`src/rtl/hamster_pkg.sv`:
```
// Shared types and bit mapping for the half-bridge dead-time guard.
package hamster_pkg;

   typedef enum logic [1:0] {
      OFF  = 2'd0,
      ON_H = 2'd1,
      ON_L = 2'd2
   } phase_state_t;

   // Request decode of the {ls,hs} pair of one phase
   typedef enum logic [1:0] {
      REQ_OFF = 2'b00,
      REQ_H   = 2'b01,
      REQ_L   = 2'b10,
      REQ_ILL = 2'b11
   } phase_req_t;

   localparam int HS_BIT = 0;
   localparam int LS_BIT = 1;

endpackage

```
`src/rtl/deadtime_phase.sv`:
```
// One half-bridge phase: on/off FSM plus dead-time down-counter.
//
// state | meaning
// OFF   | both gates off; counter runs down to 0 before any turn-on
// ON_H  | high side driven
// ON_L  | low side driven
module deadtime_phase
   import hamster_pkg::*;
#(
   parameter int K_DTW = 8
) (
   input  logic             i_clk,
   input  logic             i_rst,
   input  logic [1:0]       i_req,
   input  logic             i_force,
   input  logic [K_DTW-1:0] i_deadtime,
   output logic [1:0]       o_gate_nxt,
   output logic             o_busy_nxt
);

   phase_state_t     r_state;
   phase_state_t     w_state_nxt;
   logic [K_DTW-1:0] r_cnt;
   logic [K_DTW-1:0] w_cnt_nxt;
   logic [K_DTW-1:0] w_load;
   phase_req_t       w_req;
   logic             w_cnt_zero;

   assign w_req      = phase_req_t'(i_req);
   assign w_cnt_zero = (r_cnt == '0);

   // Counter holds the off cycles still owed after the current one, so a
   // load of max(deadtime,1)-1 yields exactly max(deadtime,1) all-off cycles.
   assign w_load = (i_deadtime == '0) ? '0 : (i_deadtime - K_DTW'(1));

   always_ff @(posedge i_clk or posedge i_rst) begin
      if (i_rst) begin
         r_state <= OFF;
         r_cnt   <= '1;
      end else begin
         r_state <= w_state_nxt;
         r_cnt   <= w_cnt_nxt;
      end
   end

   always_comb begin
      w_state_nxt = r_state;
      w_cnt_nxt   = r_cnt;
      if (i_force) begin
         w_state_nxt = OFF;
         w_cnt_nxt   = w_load;
      end else begin
         case (r_state)
            OFF: begin
               if (w_cnt_zero && w_req == REQ_H) begin
                  w_state_nxt = ON_H;
               end else if (w_cnt_zero && w_req == REQ_L) begin
                  w_state_nxt = ON_L;
               end else if (!w_cnt_zero) begin
                  w_cnt_nxt = r_cnt - K_DTW'(1);
               end
            end
            ON_H: begin
               if (w_req != REQ_H) begin
                  w_state_nxt = OFF;
                  w_cnt_nxt   = w_load;
               end
            end
            ON_L: begin
               if (w_req != REQ_L) begin
                  w_state_nxt = OFF;
                  w_cnt_nxt   = w_load;
               end
            end
            default: begin
               w_state_nxt = OFF;
               w_cnt_nxt   = w_load;
            end
         endcase
      end
   end

   always_comb begin
      o_gate_nxt         = 2'b00;
      o_gate_nxt[HS_BIT] = (w_state_nxt == ON_H);
      o_gate_nxt[LS_BIT] = (w_state_nxt == ON_L);
      o_busy_nxt         = (r_state == OFF) && !w_cnt_zero && !i_force &&
                           (w_req == REQ_H || w_req == REQ_L);
   end

endmodule

```
`src/rtl/bridge_deadtime_guard.sv`:
```
// Gate-drive safety stage: per-phase dead time, sticky shoot-through fault,
// enable/fault forcing and registered gate outputs.
module bridge_deadtime_guard
   import hamster_pkg::*;
#(
   parameter int K_NPHASE = 3,
   parameter int K_DTW    = 8
) (
   input  logic                  i_clk,
   input  logic                  i_rst,
   input  logic                  i_enable,
   input  logic [2*K_NPHASE-1:0] i_cmd,
   input  logic [K_DTW-1:0]      i_deadtime,
   input  logic                  i_fault_clr,
   output logic [2*K_NPHASE-1:0] o_gate,
   output logic                  o_fault,
   output logic [K_NPHASE-1:0]   o_busy
);

   logic [2*K_NPHASE-1:0] r_gate;
   logic [K_NPHASE-1:0]   r_busy;
   logic                  r_fault;
   logic [2*K_NPHASE-1:0] w_gate_nxt;
   logic [K_NPHASE-1:0]   w_busy_nxt;
   logic                  w_any_ill;
   logic                  w_force;

   always_comb begin
      w_any_ill = 1'b0;
      for (int p = 0; p < K_NPHASE; p++) begin
         if (phase_req_t'(i_cmd[2*p +: 2]) == REQ_ILL) begin
            w_any_ill = 1'b1;
         end
      end
   end

   // An illegal request blanks every phase in the same cycle the fault latches
   assign w_force = !i_enable || r_fault || w_any_ill;

   for (genvar p = 0; p < K_NPHASE; p++) begin : g_phase
      deadtime_phase #(
         .K_DTW (K_DTW)
      ) u_phase (
         .i_clk      (i_clk),
         .i_rst      (i_rst),
         .i_req      (i_cmd[2*p +: 2]),
         .i_force    (w_force),
         .i_deadtime (i_deadtime),
         .o_gate_nxt (w_gate_nxt[2*p +: 2]),
         .o_busy_nxt (w_busy_nxt[p])
      );
   end

   always_ff @(posedge i_clk or posedge i_rst) begin
      if (i_rst) begin
         r_gate  <= '0;
         r_busy  <= '0;
         r_fault <= 1'b0;
      end else begin
         r_gate <= w_gate_nxt;
         r_busy <= w_busy_nxt;
         if (w_any_ill) begin
            r_fault <= 1'b1;
         end else if (i_fault_clr) begin
            r_fault <= 1'b0;
         end
      end
   end

   assign o_gate  = r_gate;
   assign o_busy  = r_busy;
   assign o_fault = r_fault;

endmodule

```
`config.mk`:
```
export PLATFORM = sky130hd
export DESIGN_NAME = bridge_deadtime_guard
export DESIGN_NICKNAME = d
export VERILOG_FILES = /design/src/rtl/hamster_pkg.sv /design/src/rtl/deadtime_phase.sv /design/src/rtl/bridge_deadtime_guard.sv
export SDC_FILE = /design/constraint.sdc
export NUM_CORES = 1
export LEC_CHECK = 0
export ABC_CLOCK_PERIOD_IN_PS = 4300
export BUFFER_PORTS_ARGS = -buffer_cell sky130_fd_sc_hd__buf_2
export CAP_MARGIN = 20
export CORE_MARGIN = 1.5
export CORE_UTILIZATION = 51
export DETAILED_ROUTE_END_ITERATION = 10
export GPL_TIMING_DRIVEN = 0
export PLACE_DENSITY = 0.67
export SLEW_MARGIN = 20
export SYNTH_ARGS = -nofsm -noshare
export SYNTH_HDL_FRONTEND = slang
export SYNTH_SLANG_ARGS = --single-unit
```
`constraint.sdc`:
```
create_clock -name i_clk -period 4.3 [get_ports i_clk]
set_input_delay 0.43 -clock i_clk [delete_from_list [all_inputs] [get_ports i_clk]]
set_output_delay 0.43 -clock i_clk [all_outputs]
set_load 0.02 [all_outputs]
```
After elaboration in Yosys (flattened, before gate mapping)
Cells that the tools add are included.

cells by class
  add/subtract/negate cells = 4
  multiply operators = 0
  divide/modulo/power cells = 0
  $lt $le $gt $ge = 0
  equal/unequal tests = 42
  shift-type cells = 0
  multiplexer cells = 45
  bitwise gates (word level) = 0
  reduce and logical (&&, ||, !) cells = 36

operator list
  operator               count
  $mux W8                19
  $pmux W8 S3            3
  $logic_not A8 Y1       4
  $sub A8 B1 Y8 const B  4
  $mux W2                15
  $ne A3 B2 Y1 const B   9
  $eq A2 B2 Y1 const B   12
  $eq A2 B1 Y1 const B   9
  $ne A3 B1 Y1 const B   6
  $pmux W2 S3            3
  $logic_and A1 B1 Y1    15
  $reduce_and A5 Y1      3
  $logic_not A2 Y1       3
  $ne A2 B1 Y1 const B   3
  $ne A2 B2 Y1 const B   3
  $logic_not A1 Y1       5
  $logic_or A1 B1 Y1     5
  $mux W1                5
  $reduce_bool A2 Y1     1

storage, ports and cells
  register bits = 40
  bits in latches = 0
  RAM bits = 0
  bits in read-only memories = 0
  output and inout bits = 10
  memories kept = 0

Longest topological paths before layout
Gate-level depths: netlist (run 1).

  depth in word-level cells = 8
  depth in mapped cells = 9

By module
From an unflattened synthesis (run 1), not the netlist that was laid out.

unflattened totals
  cell total of the unflattened synthesis = 324
  area, all modules = 2969.1 µm²

by module, submodules not included
  module                                times used  cells each  area each (µm²)  seq. area each (µm²)
  deadtime_phase at g_phase[1].u_phase  1           100         939.7            260.2
  deadtime_phase at g_phase[0].u_phase  1           108         887.1            260.2
  deadtime_phase at g_phase[2].u_phase  1           100         852.1            260.2
  bridge_deadtime_guard                 1           16          290.3            250.2

Worst setup path after synthesis (run 1)
OpenSTA, ideal clock, no wires.

  path kind = input-to-reg
  start = in i_cmd[2]
  end = reg g_phase[1].u_phase.r_cnt[4]
  library setup time = 0.080 ns
  data arrival time = 2.151 ns
  slack = 2.069 ns
  stages on the path = 7
  cells stage by stage = ha_1 -> or3_1 -> buf_6 -> or4_1 -> buf_2 -> o31a_1 -> o22a_1

between the ends
  word-level cells in the longest chain between the ends = 6
  elaborated cells between the ends (all ways) = 17
  those cells by class = eq/ne (10); mux (3); reduce/logical (4)

ends and longest elaborated chain
  item                                                    line                         RTL
  from (decl)                                             bridge_deadtime_guard.sv:12  input logic [2*K_NPHASE-1:0] i_cmd,
  $eq A2 B2 Y1                                            bridge_deadtime_guard.sv:31  if (phase_req_t'(i_cmd[2*p +: 2]) == REQ_ILL) begin
  $mux W1 (2 in a row)                                    bridge_deadtime_guard.sv:31
  $logic_or A1 B1 Y1                                      bridge_deadtime_guard.sv:38  assign w_force = !i_enable || r_fault || w_any_ill;
  $ne A3 B2 Y1 (no line) or $ne A3 B1 Y1 (tied branches)  --
  $reduce_and A5 Y1 (no line)                             --
  to (signal assigned)                                    deadtime_phase.sv:42         r_cnt <= w_cnt_nxt;
  to (decl)                                               deadtime_phase.sv:23         logic [K_DTW-1:0] r_cnt;

Several ways; a longest one is shown, not always the timed one.
A chain may end at the register's enable or synchronous reset.

Final worst setup path (run 1)
  start = in i_cmd[2]
  end = reg g_phase[0].u_phase.r_cnt[3]

between the ends
  word-level cells in the longest chain between the ends = 6
  elaborated cells between the ends (all ways) = 11
  those cells by class = eq/ne (6); mux (3); reduce/logical (2)

ends and longest elaborated chain
  item                                                    line
  $eq A2 B2 Y1 *                                          bridge_deadtime_guard.sv:31
  $mux W1 * (2 in a row)                                  bridge_deadtime_guard.sv:31
  $logic_or A1 B1 Y1 *                                    bridge_deadtime_guard.sv:38
  $ne A3 B2 Y1 (no line) or $ne A3 B1 Y1 (tied branches)  --
  $reduce_and A5 Y1 (no line)                             --
  to (signal assigned)                                    deadtime_phase.sv:42
  to (decl)                                               deadtime_phase.sv:23

Every way passes the cells marked *; elsewhere a longest branch is shown, timed or not.

==> flow_summary.ini, run 1 <==
[synthesis]
synth_cell_types = 52
ys.warnings.count = 0
netlist_area_mm2 = 0.00262
synth_edf_count = 0
ys_seq_elements = 40
synth.largest_area_cell = dfstp_2
synth_nets = 329
synthCells = 297
synthArstFlopShare_pct = 100
post_synth.cell_area_avg_um2 = 8.82
synth_ff_type = dfstp_2
synth_top_area_share_pct = 24.1
ys_seq_area_share_pct = 39.4
synthTopCellsByArea = dfstp_2 (24%), dfrtp_1 (15%), ha_1 (6.7%), a21oi_1 (5.9%), o21ai_0 (5.2%)

[min_path]
min-delay-path-class = in -> async

[timing]
period_share_pct = 54.2
tns_ns = 0
worstMarginPinSlew_ns = 0.783
maxSlewHeadroom_pct = 47.4
period_needed_ns = 2.33
setup_viol = 0
fin_ws_ns = 1.97
fmax_mhz = 429
fin_skew_ns = 0.00743
drv_slew = 0
finalHoldViolations = 0
rsz0062_at_grt = false

[drt]
firstDrtPassIters = 4
num_vias = 2260
via_per_inst = 5.66
totalWireLength_um = 5680
drc = 0
wl_per_cell_um = 14.2
drt_iter0_markers = 86
ant_nets = 0

[clocking]
clock_latency_ns = 0.29
cts_tree = built
post_cts_resized = 0
numCtsBuffers = 5
cts_sinks = 40
ctsHoldBuffers = 0
postCtsSetupBuffers = 0
clkTransAtPathRegs_ns = 0.08
cts_root_buf = clkbuf_8
ctsLongestPathBuffers = 2
htreeDepth = 2

[placed_design]
gp_congestion = 0.884
dpl-instance-area_mm2 = 0.00285
port_buffers = 26
pre_cts_slack_ns = 1.71
dp_cells = 391
dpl.hpwl_um = 4230

[critical_path]
reg2reg_setup_slack_ns = 2.03
r2r_cells = 8
crit_required_ns = 4.51
cp.arrival_ns = 2.55
r2r_start = g_phase[0].u_phase.r_cnt[0]$_DFFE_PP1P_
worstSetupStartpointType = input port
crit_type = in -> reg
worstSetupEndpointType = flop
worstPathMaxFanout = 10
timing.rr.end = g_phase[0].u_phase.r_cnt[0]$_DFFE_PP1P_

[layout]
mostFrequentLayoutCells = nor2_1 (32), buf_2 (32), a21oi_1 (31), o21ai_0 (27)
fin_nets = 363
area_growth_pct = 13.0
fin_cells = 399
layout-drive-gt1-share_pct = 23.5
design_area_mm2 = 0.00296
antennaDiodeCount = 0

[die]
row_count = 25
die-area_mm2 = 0.00558
chipWidth_um = 74.7
start_util_pct = 54.0
dieHeight_um = 74.7
core-area_mm2 = 0.00485
ioPinCount = 28

[global_route]
grt_pass1_vias = 1982
grt_max_degree = 32
overflow = 0
globalRouteTotalUtil_pct = 21.8
antenna_found_initial = 0
grt_pass1_wl_um = 9270

[job]
drv_cap = 0

[pwr]
power_density_mw_per_mm2 = 302
power_mw = 0.895
vdd_drop_max_mv = 0.193
cellLeakagePower_nw = 1.30

[status]
status = completed
## power by group
part           internal (mW)  total (mW)  switching (mW)  leakage (nW)
Combinational         0.0602       0.148          0.0882         0.770
Clock                  0.172       0.299           0.127        0.0552
Sequential             0.421       0.448          0.0267         0.472
Total                  0.654       0.895           0.242          1.30
## critical path, stage by stage
cell     delay, ns
buf_2         0.12
ha_1          0.18
or3_1         0.38
buf_6         0.15
nor4_2        0.66
buf_2         0.34
nand2_1       0.07
a21oi_1       0.16
a21oi_1       0.06
## cells by family (layout without fill, tap and decap cells)
logic type,Yosys count,in the layout,share of synthesized area (%)
AO/OA/AOI/OAI,86,86,21.0
XOR/XNOR,3,3,1.00
adder cells (fa/ha/maj),14,14,6.69
buffers and inverters,34,69,6.45
flip-flops,40,40,39.4
multiplexers,1,1,0.382
AND/OR/NAND/NOR,119,119,25.2
## Yosys cell counts, types with 4 or more instances
cell type / instances
nor2_1: 32
a21oi_1: 31
o21ai_0: 27
dfstp_2: 24
nor3_1: 24
inv_1: 19
dfrtp_1: 16
ha_1: 14
nand2_1: 9
nand3_1: 9
nor4_1: 8
buf_2: 6
nand2b_1: 6
nor3b_1: 6
buf_6: 4
nor2b_1: 4
o211a_1: 4
o22a_1: 4
or3_1: 4
or4_1: 4
## layer usage
metal  part of all wire, %  wire (um)  vias up  global-route usage, %
li1                      -          -     1147                      -
met3                   4.4        249        9                   4.42
met5                     0          0        -                      0
met4                   1.5         85        0                   6.06
met1                    52       2940     1045                   32.2
met2                    42       2410       59                   32.4
## worst max-delay path by stage
stage	start	to	depth (start not counted)
6_report	i_cmd[2]	g_phase[0].u_phase.r_cnt[3]$_DFFE_PP1P_	9
4_1_cts	i_cmd[2]	g_phase[0].u_phase.r_cnt[5]$_DFFE_PP1P_	8
3_5_place_dp	i_cmd[2]	g_phase[0].u_phase.r_cnt[5]$_DFFE_PP1P_	8
5_1_grt	i_cmd[2]	g_phase[0].u_phase.r_cnt[3]$_DFFE_PP1P_	8
2_1_floorplan	i_cmd[2]	g_phase[1].u_phase.r_cnt[4]$_DFFE_PP1P_	7
3_3_place_gp	i_cmd[2]	g_phase[0].u_phase.r_cnt[4]$_DFFE_PP1P_	9
## stage by stage
stage,util (%),hold WS (ns)
finish,61.1,0.0513
detailed placement,58.9,0.366
floorplan,-,0.466
global placement,58.5,0.473
global route,61.1,0.0613
CTS,61.1,0.0487
## layout make-up
type                       instances  area [um2]
timing repair buffer              27         150
clock buffer                       6        72.6
sequential                        40        1030
multi-input combinational        223        1420
inverter                          19        71.3
buffer                            15        97.6
tap                               67        83.8
fill                             428        1890
clock inverter                     2        35.0
## state kept, by name, summed over array words and instances (netlist names)
| signal | count |
|---|---|
| o_gate | 6 |
| o_fault | 1 |
| g_phase.u_phase.r_state | 6 |
| g_phase.u_phase.r_cnt | 24 |
| o_busy | 3 |
No activity file was read; power rests on OpenSTA's default activity.
==> inputs of run 2 (changes only) <==
- ABC_AREA: unset -> 1
- ABC_CLOCK_PERIOD_IN_PS: 4300 -> 2300
- clock period: 4.3 -> 2.3 ns (I/O delays scaled with it)
==> flow_summary.ini, run 2 <==
[synthesis]
ys.warnings.count = 0
ys_seq_elements = 40
synth_edf_count = 0
netlist_area_mm2 = 0.00272
synthTopCellsByCount = nand2_1 (76), inv_1 (52), nand3_1 (38)
synth_cell_types = 31
post_synth.cell_area_avg_um2 = 7.49
synth_top_area_share_pct = 23.2
synthCells = 363
synthArstFlopShare_pct = 100
synth.largest_area_cell = dfstp_2
yosysMostFrequentCell = nand2_1
ys_seq_area_share_pct = 37.9
synth_nets = 395
synth_ff_type = dfstp_2
synthTopCellsByArea = dfstp_2 (23%), dfrtp_1 (15%), nand2_1 (10%), inv_1 (7.2%), nand3_1 (7.0%)

[placed_design]
dpl-instance-area_mm2 = 0.00297
pre_cts_slack_ns = 0.423
dp_cells = 461
dpl.hpwl_um = 4320
gp_congestion = 0.848
port_buffers = 27

[timing]
rsz0062_at_grt = false
setup_viol = 0
period_share_pct = 81.7
fin_ws_ns = 0.420
worstMarginPinSlew_ns = 0.428
holdWs_ns = 0.145
drv_slew = 0
period_needed_ns = 1.88
fin_skew_ns = 0.00384
maxSlewHeadroom_pct = 71.2
finalHoldViolations = 0
fmax_mhz = 532
tns_ns = 0

[die]
ioPinCount = 28
dieHeight_um = 76.0
die-area_mm2 = 0.00578
start_util_pct = 53.2
row_count = 26
core-area_mm2 = 0.00511
chipWidth_um = 76.0

[min_path]
min_path_cells = 2
hold_end = o_fault$_DFFE_PP0P_
min-delay-path-class = in -> reg
hp-start = i_fault_clr

[pwr]
power_density_mw_per_mm2 = 514
cellLeakagePower_nw = 1.57
power_mw = 1.58
vdd_drop_max_mv = 0.248

[job]
drv_cap = 0

[global_route]
globalRouteTotalUtil_pct = 20.5
grt_max_degree = 24
overflow = 0
antenna_found_initial = 0
grt_pass1_wl_um = 9530
grt_pass1_vias = 2178

[critical_path]
crit_type = reg -> reg
reg2reg_setup_slack_ns = 0.42
worstSetupEndpointType = flop
timing.rr.end = g_phase[0].u_phase.r_cnt[5]$_DFFE_PP1P_
worstPathMaxFanout = 10
r2r_cells = 10
startpoint = g_phase[0].u_phase.r_cnt[0]$_DFFE_PP1P_
cp.arrival_ns = 2.10
crit_required_ns = 2.52
worstSetupStartpointType = flop
r2r_start = g_phase[0].u_phase.r_cnt[0]$_DFFE_PP1P_

[drt]
drt_iter0_markers = 75
num_vias = 2336
totalWireLength_um = 5530
firstDrtPassIters = 4
wl_per_cell_um = 11.8
drc = 0
ant_nets = 0
via_per_inst = 4.97

[layout]
fin_cells = 470
mostFrequentLayoutCells = nand2_1 (76), inv_1 (51), nand3_1 (38), nor2_1 (34), buf_2 (31)
antennaDiodeCount = 0
regMostFlops = g_phase.u_phase.r_cnt
largest_reg_flops = 24
layout-drive-gt1-share_pct = 23.8
fin_nets = 431
nFillCells = 497
utilization_pct = 60.1
design_area_mm2 = 0.00307
final_common_cell = nand2_1
area_growth_pct = 12.9

[clocking]
clkTransAtPathRegs_ns = 0.07
numCtsBuffers = 5
htreeDepth = 2
clock_latency_ns = 0.29
post_cts_resized = 0
postCtsSetupBuffers = 0
cts_sinks = 40
ctsLongestPathBuffers = 2
ctsHoldBuffers = 1
cts_root_buf = clkbuf_8
cts_tree = built

[status]
status = completed
## run 2: cell count changes after synthesis, moves of 11 or more
cell / before / now
a21oi_1: 31 / 11
inv_1: 19 / 52
nand2_1: 9 / 76
nand3_1: 9 / 38
nor3_1: 24 / 3
o21ai_0: 27 / 16
o21ai_1: 1 / 18
## run 2: how the worst max path moves through the flow
stage,to,slack (ns),depth (start not counted)
finish,g_phase[0].u_phase.r_cnt[5]$_DFFE_PP1P_,0.42,10
global route,g_phase[0].u_phase.r_cnt[5]$_DFFE_PP1P_,0.27,10
CTS,g_phase[0].u_phase.r_cnt[5]$_DFFE_PP1P_,0.40,10
detailed placement,g_phase[0].u_phase.r_cnt[5]$_DFFE_PP1P_,0.42,10
global placement,g_phase[0].u_phase.r_cnt[5]$_DFFE_PP1P_,0.43,10
floorplan,g_phase[0].u_phase.r_cnt[2]$_DFFE_PP1P_,0.69,10
## run 2: cell type report
cell class	instances	area (um2)	area share (%)
repair buffers	29	173	5.63
multi-input cells	258	1420	46.4
clock buffers	8	90.1	2.94
plain buffers	6	42.5	1.39
flip-flops and latches	40	1030	33.6
well taps	70	87.6	2.85
inverters	59	221	7.22
## run 2: report_power, final
part	internal, mW	leakage [nW]	switching, mW	total [mW]
logic	0.109	1.05	0.185	0.294
registers	0.776	0.472	0.0312	0.808
clock network	0.245	0.0455	0.231	0.476
total	1.13	1.57	0.447	1.58
## run 2: worst max-delay path, cell delays in order, from the launching register on
cell	delay, ns
dfstp_2	0.55
inv_1	0.05
ha_1	0.19
nand2_1	0.11
nor2_2	0.08
nand4_1	0.09
nand3_1	0.12
nand2_1	0.18
buf_2	0.25
nand3_1	0.09
o21ai_1	0.10
## run 2: per-layer routing
metal | GRT usage, % | part of all wire [%]
met1 | 26.4 | 48
met2 | 35.0 | 48
met3 | 3.83 | 3.4
met4 | 6.48 | 1.3
met5 | 0 | 0
## run 2: cell families (layout without fill, tap and decap cells)
kind of cell / Yosys count / count (layout) / synth area share, %
AND/OR/NAND/NOR: 176 / 176 / 30.3
XOR/XNOR: 8 / 8 / 2.58
flip-flops: 40 / 40 / 37.9
adder cells (fa/ha/maj): 14 / 14 / 6.45
AO/OA/AOI/OAI: 60 / 60 / 13.0
buffers and inverters: 65 / 102 / 9.71
==> inputs of run 3 (changes only) <==
- ABC_AREA: 1 -> 0
- ABC_CLOCK_PERIOD_IN_PS: 2300 -> 1700
- PLACE_DENSITY: 0.67 -> 0.7
- clock period: 2.3 -> 1.7 ns (I/O delays scaled with it)
==> flow_summary.ini, run 3 (synthesized netlist as in run 1, its figures left out) <==
[die]
core-area_mm2 = 0.00485
dieHeight_um = 74.7
die-area_mm2 = 0.00558
row_count = 25
chipWidth_um = 74.7
ioPinCount = 28
start_util_pct = 54.0

[layout]
final_common_cell = nor2_1
regMostFlops = g_phase.u_phase.r_cnt
mostFrequentLayoutCells = nor2_1 (27), buf_4 (24), buf_2 (24), dfstp_2 (24), nor3_1 (18)
layout-drive-gt1-share_pct = 46.2
largest_reg_flops = 24
fin_cells = 431
area_growth_pct = 40.6
utilization_pct = 76.0
antennaDiodeCount = 0
design_area_mm2 = 0.00368
fin_nets = 395

[placed_design]
port_buffers = 26
pre_cts_slack_ns = -0.597
dp_cells = 391
gp_congestion = 0.862
dpl.hpwl_um = 4270
dpl-instance-area_mm2 = 0.00294

[critical_path]
crit_required_ns = 1.93
worstSetupStartpointType = flop
cp.arrival_ns = 2.06
crit_type = reg -> reg
worstSetupEndpointType = flop
worstPathMaxFanout = 7

[drt]
firstDrtPassIters = 5
drc = 0
num_vias = 2566
wl_per_cell_um = 16.4
via_per_inst = 5.95
totalWireLength_um = 7070
ant_nets = 0
drt_iter0_markers = 113

[global_route]
grt_max_degree = 24
grt_pass1_wl_um = 11200
globalRouteTotalUtil_pct = 26.7
grt_pass1_vias = 2406
overflow = 0
antenna_found_initial = 0

[pwr]
cellLeakagePower_nw = 1.57
vdd_drop_max_mv = 0.368
power_density_mw_per_mm2 = 702

[status]
status = complete, but fails checks
violations = negative setup slack

[clocking]
clkTransAtPathRegs_ns = 0.08
cts_root_buf = clkbuf_8
htreeDepth = 2
numCtsBuffers = 5
cts_sinks = 40
clock_latency_ns = 0.31
ctsLongestPathBuffers = 2
cts_tree = built

[timing]
worstMarginPinSlew_ns = 0.623
drv_slew = 0
finalHoldViolations = 0
fin_ws_ns = -0.130
maxSlewHeadroom_pct = 58.2
tns_ns = -1.66
fin_skew_ns = 0.00411
fmax_mhz = 546
setup_viol = 26
period_share_pct = 108
rsz0062_at_grt = true
period_needed_ns = 1.83

[job]
drv_cap = 0

[min_path]
min-delay-path-class = in -> reg
run 3: changes by cell type in the layout (fill, tap and decap cells not counted), sizes merged, moves of 6 or more:
cell,delta
nand2,-70
inv,-40
buf,+36
nand3,-31
a21oi,+21
nor3,+21
o21ai,-13
nor2,-10
nor4,+10
xor2,-7
nand2b,+6
run 3: through the flow:
step | hold WS, ns | power (mW)
floorplan | 0.336 | 1.42
global placement | 0.445 | 1.53
detailed placement | 0.197 | 1.55
CTS | 0.128 | 2.51
global route | 0.138 | 2.69
finish | 0.128 | 2.59
run 3: per-layer routing:
metal,global-route usage [%],share of wire [%],routed length [um]
met4,11.5,1.9,133
met3,4.55,4.6,327
met1,36.3,45,3180
met2,42.2,48,3420
met5,0,0,0
run 3: power by group:
group          switching (mW)  total, mW  internal [mW]
Sequential             0.0942       1.16           1.07
Combinational           0.286      0.542          0.257
Clock                   0.364      0.882          0.518
Total                   0.744       2.59           1.84
run 3: path summary, 6_finish.rpt:
check,slack [ns],startpoint,depth (start not counted),end
setup / recovery,-0.13,g_phase[1].u_phase.r_cnt[3]$_DFFE_PP1P_,5,g_phase[1].u_phase.r_cnt[6]$_DFFE_PP1P_
hold / removal,0.13,i_fault_clr,3,o_fault$_DFFE_PP0P_
setup reg to reg,-0.13,g_phase[1].u_phase.r_cnt[3]$_DFFE_PP1P_,5,g_phase[1].u_phase.r_cnt[6]$_DFFE_PP1P_
hold reg to reg,0.50,g_phase[2].u_phase.r_cnt[5]$_DFFE_PP1P_,2,g_phase[2].u_phase.r_cnt[5]$_DFFE_PP1P_
max in group asynchronous,0.74,i_rst,4,g_phase[0].u_phase.r_cnt[3]$_DFFE_PP1P_
min in group asynchronous,0.42,i_rst,3,o_busy[2]$_DFF_PP0_
run 3: timing repair:
action / 4_1_cts / 5_1_grt
gates resized for setup: 60 / 32
gates cloned: 5 / 0
pin swaps: 13 / 16
hold endpoints to repair: 16 / 0
hold buffers: 1 / 0
buffers inserted: 16 / 11
endpoints found under the setup margin: 33 / 33
run 3: area by class of cell:
cell class,instances,area [um2]
clock inverters,1,30.0
clock buffers,7,96.3
fillers,320,1160
flip-flops and latches,40,1030
inverters,19,71.3
well taps,67,83.8
multi-input cells,223,1750
repair buffers,59,488
plain buffers,15,131
run 3: critical path, stage by stage, from the launching register on:
cell	delay (ns)
dfstp_2	0.39
or4_4	0.56
nor4b_4	0.30
o2bb2ai_4	0.21
buf_4	0.20
o21ai_1	0.09
